<file path="config.mk">
export PLATFORM = sky130hd
export DESIGN_NAME = pong_game_ctrl
export DESIGN_NICKNAME = d
export VERILOG_FILES = /design/src/rtl/pong_game_ctrl.sv
export SDC_FILE = /design/constraint.sdc
export NUM_CORES = 1
export LEC_CHECK = 0
export ABC_AREA = 1
export CORE_AREA = 2 2 70 46
export DETAILED_ROUTE_END_ITERATION = 6
export DIE_AREA = 0 0 72 48
export PLACE_DENSITY = 0.81
export SLEW_MARGIN = 0
export SYNTH_ARGS = -nofsm -noshare
export SYNTH_HDL_FRONTEND = slang
export SYNTH_SLANG_ARGS = --single-unit
</file>
<file path="constraint.sdc">
create_clock -name clk -period 2.8 [get_ports clk]
set_input_delay 0.56 -clock clk [delete_from_list [all_inputs] [get_ports clk]]
set_output_delay 0.56 -clock clk [all_outputs]
set_load 0.02 [all_outputs]
</file>
<file path="src/rtl/pong_game_ctrl.sv">
// Pong match sequencer: IDLE -> SERVE -> PLAY -> OVER.
// Owns both scores and drives ball_logic run/serve controls.
module pong_game_ctrl #(
    parameter int SCORE_MAX   = 9,
    parameter int SERVE_DELAY = 60
) (
    input  logic       clk,
    input  logic       reset,
    input  logic       frame_tick,
    input  logic       start,
    input  logic       miss_left,
    input  logic       miss_right,
    output logic       ball_run,
    output logic       ball_serve,
    output logic       serve_dir,
    output logic [3:0] score_left,
    output logic [3:0] score_right,
    output logic [1:0] state,
    output logic       game_over,
    output logic       winner
);

    localparam logic [3:0] SMAX = 4'(SCORE_MAX);
    localparam logic [7:0] SDLY = 8'(SERVE_DELAY);

    typedef enum logic [1:0] {
        IDLE  = 2'd0,
        SERVE = 2'd1,
        PLAY  = 2'd2,
        OVER  = 2'd3
    } state_t;

    state_t     st;
    logic [7:0] cnt;
    logic       start_q;

    logic       start_rise;
    logic       replay;
    logic       pt_left;
    logic       pt_right;
    logic [3:0] inc_left;
    logic [3:0] inc_right;

    // miss_left means the right player scores and vice versa
    assign start_rise = start & ~start_q;
    assign replay     = miss_left & miss_right;
    assign pt_right   = miss_left & ~miss_right;
    assign pt_left    = miss_right & ~miss_left;
    assign inc_left   = score_left + 4'd1;
    assign inc_right  = score_right + 4'd1;

    assign state = st;

    // Match FSM with all outputs registered
    always_ff @(posedge clk or negedge reset) begin
        if (!reset) begin
            st          <= IDLE;
            cnt         <= 8'd0;
            start_q     <= 1'b0;
            score_left  <= 4'd0;
            score_right <= 4'd0;
            serve_dir   <= 1'b1;
            winner      <= 1'b0;
            ball_run    <= 1'b0;
            ball_serve  <= 1'b0;
            game_over   <= 1'b0;
        end else begin
            start_q    <= start;
            ball_serve <= 1'b0;
            unique case (st)
                IDLE, OVER: begin
                    if (start_rise) begin
                        score_left  <= 4'd0;
                        score_right <= 4'd0;
                        serve_dir   <= 1'b1;
                        cnt         <= SDLY;
                        st          <= SERVE;
                        ball_serve  <= 1'b1;
                        ball_run    <= 1'b0;
                        game_over   <= 1'b0;
                    end
                end
                SERVE: begin
                    if (frame_tick) begin
                        if (cnt == 8'd1) begin
                            st       <= PLAY;
                            ball_run <= 1'b1;
                        end else begin
                            cnt <= cnt - 8'd1;
                        end
                    end
                end
                PLAY: begin
                    unique case (1'b1)
                        replay: begin
                            cnt        <= SDLY;
                            st         <= SERVE;
                            ball_serve <= 1'b1;
                            ball_run   <= 1'b0;
                        end
                        pt_right: begin
                            score_right <= inc_right;
                            serve_dir   <= 1'b0;
                            ball_run    <= 1'b0;
                            if (inc_right == SMAX) begin
                                st        <= OVER;
                                winner    <= 1'b1;
                                game_over <= 1'b1;
                            end else begin
                                cnt        <= SDLY;
                                st         <= SERVE;
                                ball_serve <= 1'b1;
                            end
                        end
                        pt_left: begin
                            score_left <= inc_left;
                            serve_dir  <= 1'b1;
                            ball_run   <= 1'b0;
                            if (inc_left == SMAX) begin
                                st        <= OVER;
                                winner    <= 1'b0;
                                game_over <= 1'b1;
                            end else begin
                                cnt        <= SDLY;
                                st         <= SERVE;
                                ball_serve <= 1'b1;
                            end
                        end
                        default: begin
                        end
                    endcase
                end
                default: begin
                end
            endcase
        end
    end

endmodule

</file>
==> impl_metrics.py <==
metrics = {
    "status": {
        "outcome": "complete, no violations",
    },
    "hold_path": {
        "hold_start": "cnt[4]",
        "hp-class": "reg -> reg",
    },
    "setup_path": {
        "cpPeakStageDelay_ns": 0.51,
        "path_cells": "clkdlybuf4s50_1 -> inv_1 -> ha_1 -> inv_1 -> nand2_1 -> nor3_1 -> nor2_2 -> o21ai_2 -> inv_2 -> nand2_4 -> nand2_1 -> nand2_1",
        "critPathMaxFanout": 9,
        "crit_top_cell": "nand2_1",
        "arrival_ns": 2.22,
        "setup.worst_path.start_class": "input port",
        "critical_path_class": "in -> reg",
        "timing.rr.start": "state[0]",
        "crit_required_ns": 3.01,
        "end_kind": "flop",
        "cp_top_family": "buffers and inverters",
        "cp_slowest_cell": "clkdlybuf4s50_1",
        "crit_start": "miss_left",
        "critPathBufInv": 4,
    },
    "sta": {
        "tightest_slew_ns": 0.562,
        "fmaxAchievable_mhz": 496,
        "min_period_ns": 2.02,
        "grt_setup_unrepaired": "no",
        "slew_violations": 0,
        "worst_clock_skew_ns": 0.00173,
        "maxSlewHeadroom_pct": 62.4,
        "setup_tns_ns": 0,
        "hold_viol_final": 0,
        "fin_crit_sh_pct": 72.0,
        "setup_viol": 0,
    },
    "global_routing": {
        "antenna_found_initial": 0,
        "grt_pass1_vias": 1175,
        "grt_max_degree": 14,
        "track_usage_pct": 20.3,
        "grt_overflow": 0,
        "grt_pass1_wl_mm": 5.23,
    },
    "logic_synthesis": {
        "synthCells": 211,
        "yosysSeqAreaShare_pct": 38.5,
        "syn_area_mm2": 0.00156,
        "avgSynthCellArea_um2": 7.40,
        "synth.distinct_cells": 25,
        "ys_warn_count": 0,
        "synth_nets": 231,
        "ys_ff_latch": 24,
    },
    "layout": {
        "fin_cells": 269,
        "layout-area-overhead-vs-synth_pct": 18.7,
        "num-nets-final": 256,
        "drive_above_1_share_pct": 9.36,
        "diodes": 0,
        "multiInputGateArea_um2": 811,
        "final_area_mm2": 0.00185,
        "fill_cells": 237,
        "final_cell_mix": "58 x nand2_1, 31 x inv_1, 25 x nand3_1, 23 x dfrtp_1, 20 x clkdlybuf4s50_1",
        "final_common_cell": "nand2_1",
        "regArea_um2": 602,
    },
    "cts": {
        "cts_max_level": 1,
        "hold_buffers": 0,
        "cts_resized": 0,
        "root_buffer": "clkbuf_8",
        "numClockSinks": 24,
        "numCtsBuffers": 3,
        "clock_latency_ns": 0.26,
        "cts_tree": "done",
        "clockBufferDepth": 2,
        "post_cts_buffers": 0,
        "clk_pin_slew_ns": 0.08,
    },
    "floorplanning": {
        "die-area_mm2": 0.00346,
        "io_pins": 21,
        "dieWidth_um": 72,
        "core_area_mm2": 0.00276,
        "start_util_pct": 56.6,
        "fp-row-count": 15,
        "die_height_um": 48,
    },
    "route": {
        "drt_iter0_drc": 53,
        "drc": 0,
        "viasPerCell": 4.99,
        "dr.pass1.iters": 5,
        "wl_per_cell_um": 11.4,
        "vias": 1342,
        "finalWirelength_mm": 3.07,
        "drtAntennaViolNets": 0,
    },
    "place": {
        "place.gp.congestion": 0.980,
        "portBuffers": 20,
        "place_area_mm2": 0.00181,
        "dp_hpwl_mm": 2.45,
        "dp.cells": 265,
    },
    "pwr": {
        "ir_worst_vdd_mv": 0.593,
        "finalPower_mw": 1.70,
        "leakage_nw": 0.955,
        "p_per_area_mw_per_mm2": 916,
    },
    "job": {
        "max-cap-violations": 0,
    },
}
-- where the power goes --
part	switching (mW)	leakage (nW)	internal (mW)
Combinational	0.590	0.625	0.347
Sequential	0.0943	0.308	0.462
Clock	0.104	0.0228	0.102
-- final timing paths --
| check | endpoint | depth (start not counted) | slack [ns] |
|---|---|---|---|
| max in group asynchronous | cnt[7] | 2 | 1.56 |
| worst max-delay path | cnt[3] | 12 | 0.78 |
| worst max register to register | score_left[3] | 8 | 0.91 |
| min in group asynchronous | score_left[3] | 1 | 0.65 |
| worst min-delay path | cnt[4] | 2 | 0.50 |
| worst min register to register | cnt[4] | 2 | 0.50 |
-- state kept, by name, indices dropped and copies added (netlist names) --
signal and flops:
start_q 1, winner 1, score_left 4, serve_dir 1
cnt 8, ball_serve 1, game_over 1, ball_run 1
state 2, score_right 4
-- metrics by stage --
| stage | setup slack [ns] | hold WS, ns | utilization (%) |
|---|---|---|---|
| 2_1_floorplan | 1.09 | 0.264 | - |
| 3_3_place_gp | 0.554 | 0.481 | 65.5 |
| 3_5_place_dp | 0.512 | 0.482 | 65.5 |
| 4_1_cts | 0.772 | 0.499 | 67.2 |
| 5_1_grt | 0.604 | 0.525 | 67.2 |
| 6_report | 0.783 | 0.496 | 67.2 |
-- cells by family (layout without fill, tap and decap cells) --
group | Yosys count | after routing | share of synthesized area [%]
simple gates | 110 | 110 | 32.1
compound gates | 25 | 25 | 8.65
fa+ha+maj | 14 | 14 | 11.2
flops | 24 | 24 | 38.5
buf+inv | 38 | 62 | 9.54
-- worst register-to-register path, delay by kind of cell, from the launching register on --
kind / cells / cell delay, ns
compound gates: 2 / 0.24
fa+ha+maj: 1 / 0.39
buf+inv: 3 / 0.24
flops: 1 / 0.43
simple gates: 2 / 0.47
-- layout make-up --
| cell class | instances | area share [%] |
|---|---|---|
| inverter | 36 | 7.43 |
| clock buffer | 4 | 2.43 |
| sequential | 24 | 32.5 |
| timing repair buffer | 22 | 11.6 |
| tap | 34 | 2.30 |
| multi-input combinational | 149 | 43.8 |
-- metal layers --
metal / share of wire (%) / global-route usage (%) / up-vias / routed length (µm)
met5: 0 / 0 / - / 0
met3: 4.4 / 4.63 / 2 / 135
met1: 53 / 29.6 / 589 / 1630
met4: 0.72 / 4.53 / 0 / 22
li1: - / - / 722 / -
met2: 42 / 31.3 / 29 / 1280
-- synth_stat cells --
cell type	count	area share [%]
nand3b_2	1	0.72
ha_1	14	11
nor2_2	4	1.6
nor3_2	1	0.64
buf_4	1	0.48
nand4_1	3	1.2
nand3_1	25	8.0
o21ai_0	16	5.1
inv_1	31	7.5
o211ai_1	1	0.48
nor2_1	12	2.9
o21ai_2	2	1.1
clkbuf_1	1	0.24
nand2_4	2	1.4
dfrtp_1	23	37
inv_2	3	0.72
nand2_2	2	0.80
inv_4	1	0.40
nand2_1	58	14
o21ai_1	2	0.64
dfstp_2	1	1.7
nor3_1	1	0.32
nand3b_1	1	0.48
a21oi_1	4	1.3
clkinv_1	1	0.24
No activity file was read; power rests on OpenSTA's default activity.
